### src/rtl/act_stream_master.sv
// Activation stream master: writes the type once, then per element writes the input word and reads the result into an output FIFO.
// Three cycles per element with a ready slave; reads stall while the FIFO is full, and inputs are taken only in WAIT_IN.

module act_stream_fifo #(
  parameter int DWidth = 32,
  parameter int Depth  = 4
) (
  input  logic              clk_i,
  input  logic              rst_i,
  input  logic              push_i,
  input  logic [DWidth-1:0] push_dat_i,
  input  logic              pop_i,
  output logic              full_o,
  output logic              empty_o,
  output logic [DWidth-1:0] head_o
);
  localparam int AW = $clog2(Depth);
  localparam logic [AW:0] CntFull = (AW+1)'(Depth);

  logic [DWidth-1:0] r_mem [Depth];
  logic [AW-1:0]     r_wr;
  logic [AW-1:0]     r_rd;
  logic [AW:0]       r_cnt;
  logic              w_push;
  logic              w_pop;

  assign full_o  = (r_cnt == CntFull);
  assign empty_o = (r_cnt == '0);
  assign w_push  = push_i & ~full_o;
  assign w_pop   = pop_i & ~empty_o;
  // Head reads as zero while empty so the output is clean after reset.
  assign head_o  = empty_o ? '0 : r_mem[r_rd];

  always_ff @(posedge clk_i) begin
    if (w_push) r_mem[r_wr] <= push_dat_i;
  end

  always_ff @(posedge clk_i or posedge rst_i) begin
    if (rst_i) begin
      r_wr  <= '0;
      r_rd  <= '0;
      r_cnt <= '0;
    end else begin
      if (w_push) r_wr <= r_wr + 1'b1;
      if (w_pop)  r_rd <= r_rd + 1'b1;
      if (w_push && !w_pop)      r_cnt <= r_cnt + 1'b1;
      else if (w_pop && !w_push) r_cnt <= r_cnt - 1'b1;
    end
  end
endmodule

module act_stream_master #(
  parameter int                DWidth    = 32,
  parameter logic [DWidth-1:0] BaseAddr  = '0,
  parameter int                FifoDepth = 4
) (
  input  logic              clk_i,
  input  logic              rst_i,
  input  logic              start_i,
  input  logic [DWidth-1:0] type_i,
  input  logic [15:0]       len_i,
  output logic              busy_o,
  output logic              done_o,
  output logic              err_o,
  input  logic              in_valid_i,
  input  logic [DWidth-1:0] in_data_i,
  output logic              in_ready_o,
  output logic              out_valid_o,
  output logic [DWidth-1:0] out_data_o,
  input  logic              out_ready_i,
  output logic              sel_o,
  output logic              trans_o,
  output logic              write_o,
  output logic              ready_o,
  output logic [DWidth-1:0] addr_o,
  output logic [DWidth-1:0] wdata_o,
  input  logic [DWidth-1:0] rdata_i,
  input  logic              resp_i,
  input  logic              ready_i
);
  localparam logic [DWidth-1:0] AddrType = BaseAddr;
  localparam logic [DWidth-1:0] AddrIn   = BaseAddr + DWidth'(4);
  localparam logic [DWidth-1:0] AddrOut  = BaseAddr + DWidth'(8);

  typedef enum logic [2:0] {
    S_IDLE, S_WR_TYPE, S_WAIT_IN, S_WR_IN, S_RD_OUT, S_DONE, S_ERR
  } state_t;

  state_t            r_state;
  logic [15:0]       r_cnt;
  logic [15:0]       r_len;
  logic [DWidth-1:0] r_type;
  logic [DWidth-1:0] r_hold;
  logic              r_err;
  logic              r_zdone;

  logic              w_issue;
  logic              w_write;
  logic [DWidth-1:0] w_addr;
  logic [DWidth-1:0] w_wdata;
  logic              w_cmpl;
  logic              w_full;
  logic              w_empty;
  logic              w_push;

  // Bus decode depends only on registered state and the registered FIFO level.
  always_comb begin
    w_issue = 1'b0;
    w_write = 1'b0;
    w_addr  = '0;
    w_wdata = '0;
    unique case (r_state)
      S_WR_TYPE: begin w_issue = 1'b1; w_write = 1'b1; w_addr = AddrType; w_wdata = r_type; end
      S_WR_IN:   begin w_issue = 1'b1; w_write = 1'b1; w_addr = AddrIn;   w_wdata = r_hold; end
      S_RD_OUT:  begin w_issue = ~w_full; w_addr = AddrOut; end
      default: ;
    endcase
  end

  assign w_cmpl  = w_issue & ready_i;
  assign w_push  = w_cmpl & ~resp_i & (r_state == S_RD_OUT);

  assign sel_o      = w_issue;
  assign trans_o    = w_issue;
  assign ready_o    = w_issue;
  assign write_o    = w_write;
  assign addr_o     = w_addr;
  assign wdata_o    = w_wdata;
  assign busy_o     = (r_state != S_IDLE);
  assign done_o     = (r_state == S_DONE) | r_zdone;
  assign err_o      = r_err;
  assign in_ready_o = (r_state == S_WAIT_IN);
  assign out_valid_o = ~w_empty;

  always_ff @(posedge clk_i or posedge rst_i) begin
    if (rst_i) begin
      r_state <= S_IDLE;
      r_cnt   <= '0;
      r_len   <= '0;
      r_type  <= '0;
      r_hold  <= '0;
      r_err   <= 1'b0;
      r_zdone <= 1'b0;
    end else begin
      r_zdone <= 1'b0;
      if (w_cmpl && resp_i) begin
        r_state <= S_ERR;
        r_err   <= 1'b1;
      end else begin
        unique case (r_state)
          S_IDLE: begin
            if (start_i) begin
              r_err <= 1'b0;
              if (len_i != '0) begin
                r_type  <= type_i;
                r_len   <= len_i;
                r_cnt   <= '0;
                r_state <= S_WR_TYPE;
              end else begin
                r_zdone <= 1'b1;
              end
            end
          end
          S_WR_TYPE: if (w_cmpl) r_state <= S_WAIT_IN;
          S_WAIT_IN: begin
            if (in_valid_i) begin
              r_hold  <= in_data_i;
              r_state <= S_WR_IN;
            end
          end
          S_WR_IN: if (w_cmpl) r_state <= S_RD_OUT;
          S_RD_OUT: begin
            if (w_cmpl) begin
              if (r_cnt == r_len - 16'd1) begin
                r_state <= S_DONE;
              end else begin
                r_cnt   <= r_cnt + 16'd1;
                r_state <= S_WAIT_IN;
              end
            end
          end
          S_DONE:  r_state <= S_IDLE;
          S_ERR:   r_state <= S_IDLE;
          default: r_state <= S_IDLE;
        endcase
      end
    end
  end

  act_stream_fifo #(.DWidth(DWidth), .Depth(FifoDepth)) u_fifo (
    .clk_i      (clk_i),
    .rst_i      (rst_i),
    .push_i     (w_push),
    .push_dat_i (rdata_i),
    .pop_i      (out_valid_o & out_ready_i),
    .full_o     (w_full),
    .empty_o    (w_empty),
    .head_o     (out_data_o)
  );
endmodule
### config.mk
export PLATFORM = sky130hd
export DESIGN_NAME = act_stream_master
export DESIGN_NICKNAME = d
export VERILOG_FILES = /design/src/rtl/act_stream_master.sv
export SDC_FILE = /design/constraint.sdc
export NUM_CORES = 1
export LEC_CHECK = 0
export CAP_MARGIN = 15
export CORE_MARGIN = 8
export CORE_UTILIZATION = 25
export CTS_CLUSTER_SIZE = 20
export DETAILED_ROUTE_END_ITERATION = 7
export SETUP_SLACK_MARGIN = 0.1
export SLEW_MARGIN = 20
export SYNTH_ARGS = -nofsm -noshare
export SYNTH_HDL_FRONTEND = slang
export SYNTH_HIERARCHICAL = 1
export SYNTH_SLANG_ARGS = --single-unit
### constraint.sdc
create_clock -name clk_i -period 5.5 [get_ports clk_i]
set_input_delay 1.1 -clock clk_i [delete_from_list [all_inputs] [get_ports clk_i]]
set_output_delay 1.1 -clock clk_i [all_outputs]
set_load 0.1 [all_outputs]
======== Word level (Yosys, flattened, before mapping) ========
Memory sizes are Yosys's and may differ from the RTL's.
Cells that the tools add are included.
cells by class
  muxes and demuxes ....................... 30
  equality and inequality tests ........... 17
  reduce and logical (&&, ||, !) cells .... 19
  add/sub/neg operators ................... 6
  bitwise operators ....................... 11
operators by type and width
  operator                                                               number
  16-bit 2-to-1 mux                                                      4
  32-bit one-hot mux with 2 select lines                                 1
  32-bit 2-to-1 mux                                                      1
  16-bit one-hot mux with 2 select lines                                 1
  3-bit 2-to-1 mux                                                       10
  16-bit by 1-bit adder with 16-bit output, second input constant        1
  16-bit equality test                                                   1
  16-bit nonzero test                                                    1
  16-bit by 1-bit subtractor with 16-bit output, second input constant   1
  3-bit one-hot mux with 5 select lines                                  1
  3-bit != test, second input constant                                   4
  6-bit AND reduction                                                    2
  1-bit 2-to-1 mux                                                       10
  3-bit equality test, second input constant                             3
  2-bit != test, second input constant                                   4
  4-bit one-hot mux with 2 select lines                                  1
  2-bit nonzero test                                                     4
  1-bit AND                                                              6
  3-bit by 2-bit equality test with 1-bit output, second input constant  2
  3-bit zero test                                                        2
  3-bit by 2-bit != test with 1-bit output, second input constant        2
  2-bit by 1-bit adder with 2-bit output, second input constant          2
  1-bit inverter                                                         4
  4-bit AND reduction                                                    1
  11 further kinds                                                       14
word-level totals
  memory bits (writable) .................. 128
  bits of input ports ..................... 119
  register bits after elaboration ......... 108
  word-level logic and storage cells ...... 94
  memories kept ........................... 1
  output and inout port bits .............. 105
memory list
  name          depth  width  rd ports  clocked after memory_dff  write ports  RTL line  text
  u_fifo.r_mem  4      32     1         0                         1            20        logic [DWidth-1:0] r_mem [Depth];

======== Depth between registers and ports, before layout ========
Gate-level depths: netlist of the first run.
  depth in word-level cells ............... 11
  gate-level depth with buffers ........... 16
  gate-level depth less buffers ........... 12

======== Modules after synthesis ========
The synthesis of the first run kept the hierarchy.
modules (own cells, without submodules)
  module             times used  cells each  sequential area each (um^2)  area an instance (um^2)
  act_stream_master  1           548         2527.4                       5667.9
  act_stream_fifo    1           240         4018.9                       5292.6

======== Worst setup path before layout of the first run ========
Ideal clock, no wire load.
  path type ............................... register to register
  from .................................... reg r_state[0]
  to ...................................... reg u_fifo.r_cnt[1]
  slack ................................... -0.080 ns
  period minus slack after synthesis ...... 5.580 ns
  stages on the path, launching flop included .. 15
  required time ........................... 5.375 ns
  buffers on the path ..................... 4
  library setup time ...................... 0.125 ns
  data arrival time ....................... 5.455 ns
  path through ............................ dfrtp_1 -> clkbuf_1 -> or3b_2 -> clkbuf_1 -> o21ai_0 -> and3_1 -> nand3b_1 -> buf_2 -> nor2_1 -> nor2b_1 -> buf_2 -> ha_1 -> inv_1 -> fa_1 -> mux2_2
on the way
  longest elaborated chain between the ends .. 10
  elaborated cells on any way between the ends .. 14
  those cells by class .................... eq/ne: 3; mux: 2; bitwise: 4; reduce/logical: 5
ends and longest elaborated chain
  item                                                                                                              RTL line  text
  from (decl)                                                                                                       89        state_t r_state;
  from (signal assigned)                                                                                            137       r_state <= S_IDLE;
  from (signal assigned)                                                                                            147       r_state <= S_ERR;
  from (signal assigned)                                                                                            158       r_state <= S_WR_TYPE;
  3-bit by 2-bit equality test with 1-bit output or 3-bit by 1-bit equality test with 1-bit output (tied branches)  112       unique case (r_state)
  2-bit OR reduction (no source line)                                                                               n/a
  1-bit one-hot mux with 2 select lines (*)                                                                         112
  via ready_o                                                                                                       74        output logic ready_o,
  1-bit AND (*)                                                                                                     120       assign w_cmpl = w_issue & ready_i;
  1-bit AND (*) (2 in a row)                                                                                        121       assign w_push = w_cmpl & ~resp_i & (r_state == S_RD_OUT);
  via w_push                                                                                                        104       logic w_push;
  1-bit AND (*)                                                                                                     29        assign w_push = push_i & ~full_o;
  via u_fifo.w_push                                                                                                 24        logic w_push;
  1-bit zero test                                                                                                   47        else if (w_pop && !w_push) r_cnt <= r_cnt - 1'b1;
  1-bit logical AND                                                                                                 47
  2-bit nonzero test (no source line)                                                                               n/a
  to (signal assigned)                                                                                              46        if (w_push && !w_pop) r_cnt <= r_cnt + 1'b1;
  to (signal assigned)                                                                                              47
  to (decl)                                                                                                         23        logic [AW:0] r_cnt;
The timed path passes the listed nets; every way through them passes the cells marked *.
A chain may end at the register's enable or synchronous reset.

======== Worst setup path after layout of the first run ========
  from .................................... reg r_state[2]
  to ...................................... out sel_o
on the way
  longest elaborated chain between the ends .. 3
  elaborated cells on any way between the ends .. 5
  those cells by class .................... eq/ne: 3; mux: 1; reduce/logical: 1
ends and longest elaborated chain
  item                                                                                                              RTL line  text
  3-bit by 2-bit equality test with 1-bit output or 3-bit by 1-bit equality test with 1-bit output (tied branches)  112
  2-bit OR reduction (no source line)                                                                               n/a
  1-bit one-hot mux with 2 select lines (*)                                                                         112
  to (decl)                                                                                                         71        output logic sel_o,
Mark *: on every way between the ends. The rest lies on a longest branch, timed or not.

==> results of run 1 <==
[worst paths after layout]
kind	slack, ns	start	depth (start not counted)	endpoint
worst min register to register	0.50	r_type[2]	1	r_type[2]
max in group asynchronous	3.52	rst_i	3	r_state[1]
worst max-delay path	0.88	r_state[2]	3	sel_o
min in group asynchronous	0.93	rst_i	2	u_fifo/r_wr[0]
worst max register to register	1.53	r_state[2]	13	u_fifo/r_cnt[2]
worst min-delay path	0.50	r_type[2]	1	r_type[2]
[metrics by stage]
stage	area, um^2	std cells
final	14400	1586
after global routing	14400	1586
after CTS	14400	1586
after detailed placement	13400	1534
after global placement	13400	1534
after floorplan	11100	817
[cells by family after synthesis]
| kind of cell | synth area share (%) |
|---|---|
| flops | 59.7 |
| simple gates | 10.7 |
| mux | 17.7 |
| buf+inv | 5.16 |
| compound gates | 3.64 |
| xor+xnor | 2.08 |
| fa+ha+maj | 0.982 |
| other cells | 0.0342 |
[layout by cell type, fill, tap and decap left out, types with 3 or more instances in the layout]
cell type          n
and2b_1            3
edfxtp_1         128
dfrtp_1          106
clkinv_2           5
bufinv_16          4
nor2b_1           33
and3_1             4
mux2i_1           33
clkinv_1           6
ha_1               7
xor2_1             9
or4_1              7
o41ai_1            4
or3_1              4
nand4_1            7
nor2_1            60
clkdlybuf4s50_1  193
clkbuf_16         28
clkbuf_8           3
mux4_2            30
a21oi_1           13
mux2_2            76
buf_4             16
nand2b_1           7
nand3b_1           4
o21ai_0           20
nand3_1           11
and2_1             9
conb_1            30
nand2_1           24
xnor2_1           17
nor3_1            12
nor4_1             6
inv_1             22
nand4b_1           6
a211o_1            5
[worst reg2reg max path, stage by stage (launching register included)]
cell and delay (ns):
dfrtp_1 0.80, nand2b_1 0.19, buf_4 0.39, o21ai_1 0.26, and3_1 0.31, nand3b_1 0.19, nor2_1 0.16, nor2b_1 0.46
ha_1 0.27, inv_1 0.06, fa_1 0.38, xor2_1 0.15, nor2_1 0.11, xor2_1 0.16
[metal layers]
layer	global-route usage (%)	up-vias	routed length (um)
met2	17.5	230	12600
met5	0	-	13
li1	-	3205	-
met3	3.75	32	2450
met1	12.9	3421	11500
met4	2.14	2	482
[flip-flops by register name, indices dropped and copies added (netlist names)]
name,count
r_state,3
u_fifo/r_rd,2
r_type,32
u_fifo/r_mem,128
r_cnt,16
err_o,1
r_len,16
r_zdone,1
u_fifo/r_cnt,3
u_fifo/r_wr,2
r_hold,32
[area by class of cell]
cell class | count | area (um^2) | share of cell area, %
clock buffers | 33 | 749 | 5.22
clock inverters | 19 | 208 | 1.45
inverters | 23 | 88.8 | 0.619
multi-input cells | 481 | 3980 | 27.7
flip-flops and latches | 236 | 6550 | 45.6
well taps | 585 | 732 | 5.10
repair buffers | 209 | 2050 | 14.3
[power by group]
| group | switching, uW | internal (uW) |
|---|---|---|
| Combinational | 3400 | 1510 |
| Sequential | 346 | 2230 |
| Clock | 727 | 1160 |
==> summary.md, run 1 <==
| Metric | Value |
|---|---|
| Least-Margin Pin Slew | 1.05 ns |
| Gate Count Post-Synth | 788 |
| WP buf/inv | 1 |
| Critical path cell sequence | or3b_2 > o21ai_1 > clkdlybuf4s50_1 |
| Min Hold Slack | 0.502 ns |
| EDFF count, synth | 128 |
| CP Class | reg2out |
| Slew Viols, Final | 0 |
| Slew HR | 29.7% |
| Worst slack at placement | 1.09 ns |
| Final WS setup | 0.877 ns |
| Fin util | 33.3% |
| Max VDD drop | 455 uV |
| Routed Antenna Nets | 0 |
| Die Wd | 225 um |
| GRT overflow | 0 |
| Pwr Density | 653 mW/mm^2 |
| Routed length per instance | 17.1 um |
| Type of the worst min-delay path | reg2reg |
| Largest fanout on the critical path | 22 |
| Top post-synthesis cells by area | edfxtp_1 35%, dfrtp_1 25%, mux2_2 7.8%, mux4_2 6.2%, mux2i_1 3.0% |
| Ys Warns | 6 |
| Die H | 225 um |
| Worst Path Required | 4.40 ns |
| # rows | 76 |
| Cell Area, Synth | 0.0110 mm^2 |
| All-layer global routing usage | 10.4% |
| Number of H-tree levels | 1 |
| PortBufs | 193 |
| First-pass GRT wire length | 42400 um |
| F_max | 0.216 GHz |
| Synth Area per Inst | 13.9 um^2 |
| Setup bufs post-CTS | 0 |
| WP data arrival | 3.52 ns |
| # diodes | 0 |
| Register area share after synthesis | 59.7% |
| Largest net degree at the start of global routing | 66 |
| Post-synth top area cell | edfxtp_1 |
| Cts bufs inserted | 28 |
| Initial antenna violation count | 1 |
| Core ar. | 0.0432 mm^2 |
| # resized after CTS | 0 |
| NumNets Final | 1106 |
| Layout cells sized above 1 | 18.2% |
| CTS Root Cell | clkbuf_16 |
| Synth unique cells | 65 |
| Top Ports | 224 |
| Total wire length | 27100 um |
| Setup violators final | 0 |
| Post-DP HPWL | 18800 um |
| Die area | 0.0508 mm^2 |
| CTS sink cnt | 236 |
| 1st-pass router iterations | 4 |
| Reg clk slew, reported paths | 0.06 ns |
| Post-route minimum period | 4.62 ns |
| Critical path's top delay family | buffers and inverters |
| Effective utilization at floorplan | 25.4% |
| Count leader, synth | edfxtp_1 |
| DR vias/cell | 4.34 |
| Post-route DRC | 0 |
| Ys flop type | edfxtp_1 |
| Maxcap violations | 0 |
| Critical Path Source Type | flip-flop |
| DR vias | 6890 |
| Top cell type's share of synthesized area | 35.1% |
| Vias in the first global route | 7431 |
| Synth cell count leaders | 128 x edfxtp_1, 108 x dfrtp_1, 76 x mux2_2 |
| RSZ-0062 raised after global routing | false |
| Final TNS setup | 0 ns |
| Max clock buf depth | 3 |
| Fin crit share | 84.1% |
| Fillers | 4296 |
| Async S/R FF share, synth | 45.8% |
| Initial DRC Count | 366 |
| Clk_lat worst skew | 0.54 ns |
| Pwr Total | 9370 uW |
| Hold_buf cts | 0 |
| Gp weighted congestion | 0.777 |
| CTS tree | built |
| Worst path max stage delay | 1.21 ns |
| Area grow syn2layout | 31.0% |
| CP max-delay cell | clkdlybuf4s50_1 |
| CP endpoint kind | primary output |
| Status | finished, final reports clean |
| Synth Register Bits | 236 |
| Clock Skews | 0.00659 ns |
| Static leakage | 0.00530 uW |
| Hold Vio Cnt, Final | 0 |
(Power assumes the default switching activity.)
==> inputs of run 2 (changes only) <==
Clock period 5.5 ns to 4.8 ns, I/O delays scaled along.
==> summary.md, run 2 (synthesis results as in run 1) <==
| Metric | Value |
|---|---|
| Slew HR | 32.3% (was 29.7%) |
| Core ar. | 0.0432 mm^2 (unchanged) |
| Effective utilization at floorplan | 25.4% (unchanged) |
| Maxcap violations | 0 (unchanged) |
| Cts bufs inserted | 27 (was 28) |
| Total wire length | 27300 um (was 27100 um) |
| Finished Cell Area | 0.0142 mm^2 (was 0.0144 mm^2) |
| Initial antenna violation count | 2 (was 1) |
| Post-route DRC | 0 (unchanged) |
| Worst Min Path Start | r_hold[5] (was r_type[2]) |
| F_max | 0.259 GHz |
| Fin crit share | 80.6% |
| Crit path launch | r_state[1] (was r_state[2]) |
| Largest net degree at the start of global routing | 66 (unchanged) |
| CTS Root Cell | clkbuf_16 (unchanged) |
| Fillers | 4322 (was 4296) |
| Worst Path Required | 3.84 ns (was 4.40 ns) |
| Routed length per instance | 17.2 um (was 17.1 um) |
| WP data arrival | 2.91 ns (was 3.52 ns) |
| Final WS setup | 0.933 ns (was 0.877 ns) |
| RSZ-0062 raised after global routing | false (unchanged) |
| Biggest register | u_fifo/r_mem (unchanged) |
| Initial DRC Count | 353 (was 366) |
| Max clock buf depth | 3 (unchanged) |
| Post-route minimum period | 3.87 ns |
| NumNets Final | 1106 (unchanged) |
| Vias in the first global route | 7348 (was 7431) |
| # rows | 76 (unchanged) |
| CP endpoint kind | primary output (unchanged) |
| Clk_lat worst skew | 0.55 ns (was 0.54 ns) |
| Placed cell count | 1535 (was 1534) |
| All-layer global routing usage | 10.6% (was 10.4%) |
| # diodes | 0 (unchanged) |
| Top Ports | 224 (unchanged) |
| Die Wd | 225 um (unchanged) |
| Setup bufs post-CTS | 0 (unchanged) |
| Die H | 225 um (unchanged) |
| Least-Margin Pin Slew | 1.01 ns (was 1.05 ns) |
| Post-DP HPWL | 18900 um (was 18800 um) |
| CTS tree | built (unchanged) |
| Area post-placement | 0.0132 mm^2 (was 0.0134 mm^2) |
| Final TNS setup | 0 ns (unchanged) |
| Routed Antenna Nets | 0 (unchanged) |
| Cell Count, Final, Fillers Out | 1585 (was 1586) |
| 1st-pass router iterations | 5 (was 4) |
| Die area | 0.0508 mm^2 (unchanged) |
| Reg clk slew, reported paths | 0.06 ns (about the same) |
| Most frequent cells in the layout | 128 x edfxtp_1, 124 x clkdlybuf4s50_1, 106 x dfrtp_1 (was 193 x clkdlybuf4s50_1, 128 x edfxtp_1, 106 x dfrtp_1) |
| Max reg flops | 128 (unchanged) |
| Hold_buf cts | 0 (unchanged) |
| Type of the worst min-delay path | reg2reg (unchanged) |
| CP Class | reg2out (unchanged) |
| Largest registers | u_fifo/r_mem (128), r_hold (32), r_type (32) (unchanged) |
| CTS sink cnt | 236 (unchanged) |
| Largest fanout on the critical path | 33 (was 22) |
| Area grow syn2layout | 29.4% (was 31.0%) |
| First-pass GRT wire length | 42600 um (was 42400 um) |
| Slew Viols, Final | 0 (unchanged) |
| DR vias | 6898 (was 6890) |
| Reg-to-Reg Start | r_state[2] (unchanged) |
| DR vias/cell | 4.35 (was 4.34) |
| GRT overflow | 0 (unchanged) |
| Gp weighted congestion | 0.779 (was 0.777) |
| PortBufs | 193 (unchanged) |
| Setup violators final | 0 (unchanged) |
| Status | finished, final reports clean (unchanged) |
| Critical Path Source Type | flip-flop (unchanged) |
| Number of H-tree levels | 1 (unchanged) |
| Layout cells sized above 1 | 25.3% (was 18.2%) |
| Clock Skews | 0.00638 ns (was 0.00659 ns) |
| Worst slack at placement | 0.635 ns (was 1.09 ns) |
| # resized after CTS | 0 (unchanged) |
| Commonest non-fill, non-tap cell in the layout | edfxtp_1 (was clkdlybuf4s50_1) |
| Hold Vio Cnt, Final | 0 (unchanged) |
run 2: cell count changes in the layout (fill, tap and decap cells not counted), moves of 2 or more:
| cell | previous run | this run |
|---|---|---|
| buf_4 | 16 | 86 |
| clkbuf_1 | 2 | 6 |
| clkbuf_8 | 3 | 7 |
| clkdlybuf4s50_1 | 193 | 124 |
| clkinv_1 | 6 | 0 |
| clkinv_2 | 5 | 3 |
run 2: final timing paths:
| kind | to | slack (ns) | cells past startpoint |
|---|---|---|---|
| setup / recovery | busy_o | 0.93 | 4 |
| hold / removal | r_hold[5] | 0.50 | 1 |
| setup reg to reg | r_type[21] | 1.21 | 8 |
| hold reg to reg | r_hold[5] | 0.50 | 1 |
| max in group asynchronous | r_type[21] | 3.04 | 3 |
| min in group asynchronous | u_fifo/r_cnt[2] | 0.76 | 2 |
run 2: stage by stage:
stage          util [%]  hold slack [ns]
2_1_floorplan         -            0.473
3_3_place_gp       30.6            0.489
6_report           32.9            0.504
3_5_place_dp       30.6            0.495
5_1_grt            32.9            0.521
4_1_cts            32.9            0.508
run 2: cell type report:
type | count | area, um^2 | area share [%]
Multi-Input combinational cell | 481 | 3980 | 28.0
Tap cell | 585 | 732 | 5.16
Sequential cell | 236 | 6550 | 46.2
Timing Repair Buffer | 210 | 1890 | 13.3
Clock inverter | 10 | 159 | 1.12
Inverter | 23 | 88.8 | 0.626
Clock buffer | 40 | 795 | 5.60
run 2: worst max-delay path: stages, from the launching register on:
cell	delay (ns)
dfrtp_2	0.42
buf_4	0.52
nor3_1	0.16
inv_1	0.10
clkdlybuf4s50_1	1.14
run 2: metal layers:
layer / track usage [%] / part of all wire, %
met4: 2.89 / 2.5
met1: 13.1 / 42
met5: 0 / 0.088
met2: 18.2 / 48
met3: 2.80 / 7.1
Power of run 2 is not shown: default switching activity piles up to over one toggle a cycle in this logic, so the estimate is an artifact.
==> inputs of run 3 (changes only) <==
Clock period 4.8 ns to 3.2 ns, I/O delays scaled along.
==> summary.md, run 3 (synthesis results as in run 1) <==
| Metric | Value |
|---|---|
| P_int | 9170 uW |
| Post-DP HPWL | 19800 um (was 18900 um) |
| Area grow syn2layout | 38.3% (was 29.4%) |
| Initial DRC Count | 329 (was 353) |
| Die Wd | 225 um (unchanged) |
| Pwr Density | 1130 mW/mm^2 |
| Gp weighted congestion | 0.795 (was 0.779) |
| Crit path launch | len_i[13] (was r_state[1]) |
| GRT overflow | 0 (unchanged) |
| Slew HR | 52.6% (was 32.3%) |
| Core ar. | 0.0432 mm^2 (unchanged) |
| Type of the worst min-delay path | in2async (was reg2reg) |
| Combinational group share of total power | 55.8% |
| Placed cell count | 1570 (was 1535) |
| Reg clk slew, reported paths | 0.06 ns (about the same) |
| Post-route DRC | 0 (unchanged) |
| Least-Margin Pin Slew | 0.709 ns (was 1.01 ns) |
| Effective utilization at floorplan | 25.4% (unchanged) |
| F_max | 0.328 GHz |
| # diodes | 0 (unchanged) |
| Net switching power | 7960 uW |
| CTS sink cnt | 236 (unchanged) |
| CP Class | in2reg (was reg2out) |
| 1st-pass router iterations | 5 (unchanged) |
| Max VDD drop | 1010 uV |
| Hold Vio Cnt, Final | 0 (unchanged) |
| Final TNS setup | 0 ns (unchanged) |
| Vias in the first global route | 7484 (was 7348) |
| RSZ-0062 raised after global routing | true (was false) |
| WP data arrival | 3.46 ns (was 2.91 ns) |
| Commonest non-fill, non-tap cell in the layout | edfxtp_1 (unchanged) |
| Maxcap violations | 0 (unchanged) |
| # rows | 76 (unchanged) |
| Largest registers | u_fifo/r_mem (128), r_hold (32), r_type (32) (unchanged) |
| Critical Path Source Type | primary input (was flip-flop) |
| Fin crit share | 95.2% |
| Clk_lat worst skew | 0.54 ns (was 0.55 ns) |
| DR vias | 7089 (was 6898) |
| Clock Skews | 0.00733 ns (was 0.00638 ns) |
| PortBufs | 193 (unchanged) |
| Number of H-tree levels | 1 (unchanged) |
| Static leakage | 0.00578 uW |
| Share of power burned in registers | 25.5% |
| Reg-to-Reg Start | r_len[3] (was r_state[2]) |
| DR vias/cell | 4.38 (was 4.35) |
| Hold_buf cts | 0 (unchanged) |
| Most frequent cells in the layout | 128 x edfxtp_1, 118 x clkdlybuf4s50_1, 105 x dfrtp_1 (was 128 x edfxtp_1, 124 x clkdlybuf4s50_1, 106 x dfrtp_1) |
| Net Sw Frac | 46.4% |
| Routed length per instance | 16.9 um (was 17.2 um) |
| Status | finished, final reports clean (unchanged) |
| Largest net degree at the start of global routing | 41 (was 66) |
| Register-to-register setup slack | 0.34 ns (was 1.21 ns) |
| NumNets Final | 1141 (was 1106) |
| FF-to-FF End | r_cnt[13] (was r_type[21]) |
| Slew Viols, Final | 0 (unchanged) |
| Top Ports | 224 (unchanged) |
| Layout cells sized above 1 | 33.2% (was 25.3%) |
| Die H | 225 um (unchanged) |
| Crit path to | u_fifo/r_cnt[1] (was busy_o) |
| Cts bufs inserted | 27 (unchanged) |
| Post-route minimum period | 3.05 ns |
| Die area | 0.0508 mm^2 (unchanged) |
| CP endpoint kind | flip-flop (was primary output) |
| Routed Antenna Nets | 0 (unchanged) |
| First-pass GRT wire length | 42800 um (was 42600 um) |
| Pwr Total | 17100 uW |
| Max clock buf depth | 3 (unchanged) |
| CTS Root Cell | clkbuf_16 (unchanged) |
| Max reg flops | 128 (unchanged) |
| Cell Count, Final, Fillers Out | 1619 (was 1585) |
| R2R cell count | 7 (was 8) |
| Largest fanout on the critical path | 2 (was 33) |
| Total wire length | 27300 um (about the same) |
| Setup violators final | 0 (unchanged) |
| Clock network power share | 18.7% |
| All-layer global routing usage | 10.5% (was 10.6%) |
| Biggest register | u_fifo/r_mem (unchanged) |
| Initial antenna violation count | 0 (was 2) |
| CTS tree | built (unchanged) |
| Worst Path Required | 3.62 ns (was 3.84 ns) |
| Fin util | 35.1% (was 32.9%) |
## run 3: stage by stage
step	instance area, um^2	hold WS [ns]	setup slack (ns)
after global placement	14200	0.490	-0.433
after global routing	15200	0.461	0.0604
after detailed placement	14200	0.494	-0.470
after CTS	15100	0.429	0.103
after floorplan	11200	0.443	-0.372
final	15200	0.451	0.154
## run 3: final cells by class
cell class                      count  area [um^2]
Fill cell                        4268        28000
Sequential cell                   236         6550
Multi-Input combinational cell    481         4150
Timing Repair Buffer              245         2700
Clock buffer                       35          766
Tap cell                          585          732
Clock inverter                     14          170
Inverter                           23         90.1
## run 3: power by group through the flow
stage	clock (uW)	sequential [uW]	combinational, uW
after floorplan	0	4240	7130
after global placement	0	4400	9590
after detailed placement	0	4430	9650
after CTS	3300	4370	9660
after global routing	3430	4480	10000
final	3200	4370	9560
## run 3: worst max-delay path, stage by stage
cell	delay, ns
clkdlybuf4s50_1	0.42
or4_4	0.57
o41ai_4	0.37
buf_4	0.17
o21ai_0	0.07
nand3b_1	0.13
nor2_2	0.05
nor2b_2	0.17
ha_4	0.16
inv_2	0.05
fa_1	0.40
mux2_4	0.27
## run 3: worst min-delay path by stage
stage | to | startpoint | depth (start not counted) | slack (ns)
global placement | r_hold[28] | r_hold[28] | 1 | 0.49
CTS | u_fifo/r_cnt[1] | rst_i | 2 | 0.43
floorplan | u_fifo/r_cnt[0] | rst_i | 1 | 0.44
detailed placement | r_type[18] | r_type[18] | 1 | 0.49
finish | u_fifo/r_rd[0] | rst_i | 2 | 0.45
global route | u_fifo/r_wr[1] | rst_i | 2 | 0.46
## run 3: timing repair
action / CTS / global route
endpoints found under the setup margin: 0 / 37
gates resized for setup: 0 / 12
buffers inserted: 0 / 0
## run 3: routing by layer
layer	wire (um)	track usage, %	share of wire (%)
met5	0	0	0
met4	537	2.39	2.0
met3	2110	3.23	7.7
met2	12600	16.9	46
met1	12000	13.9	44
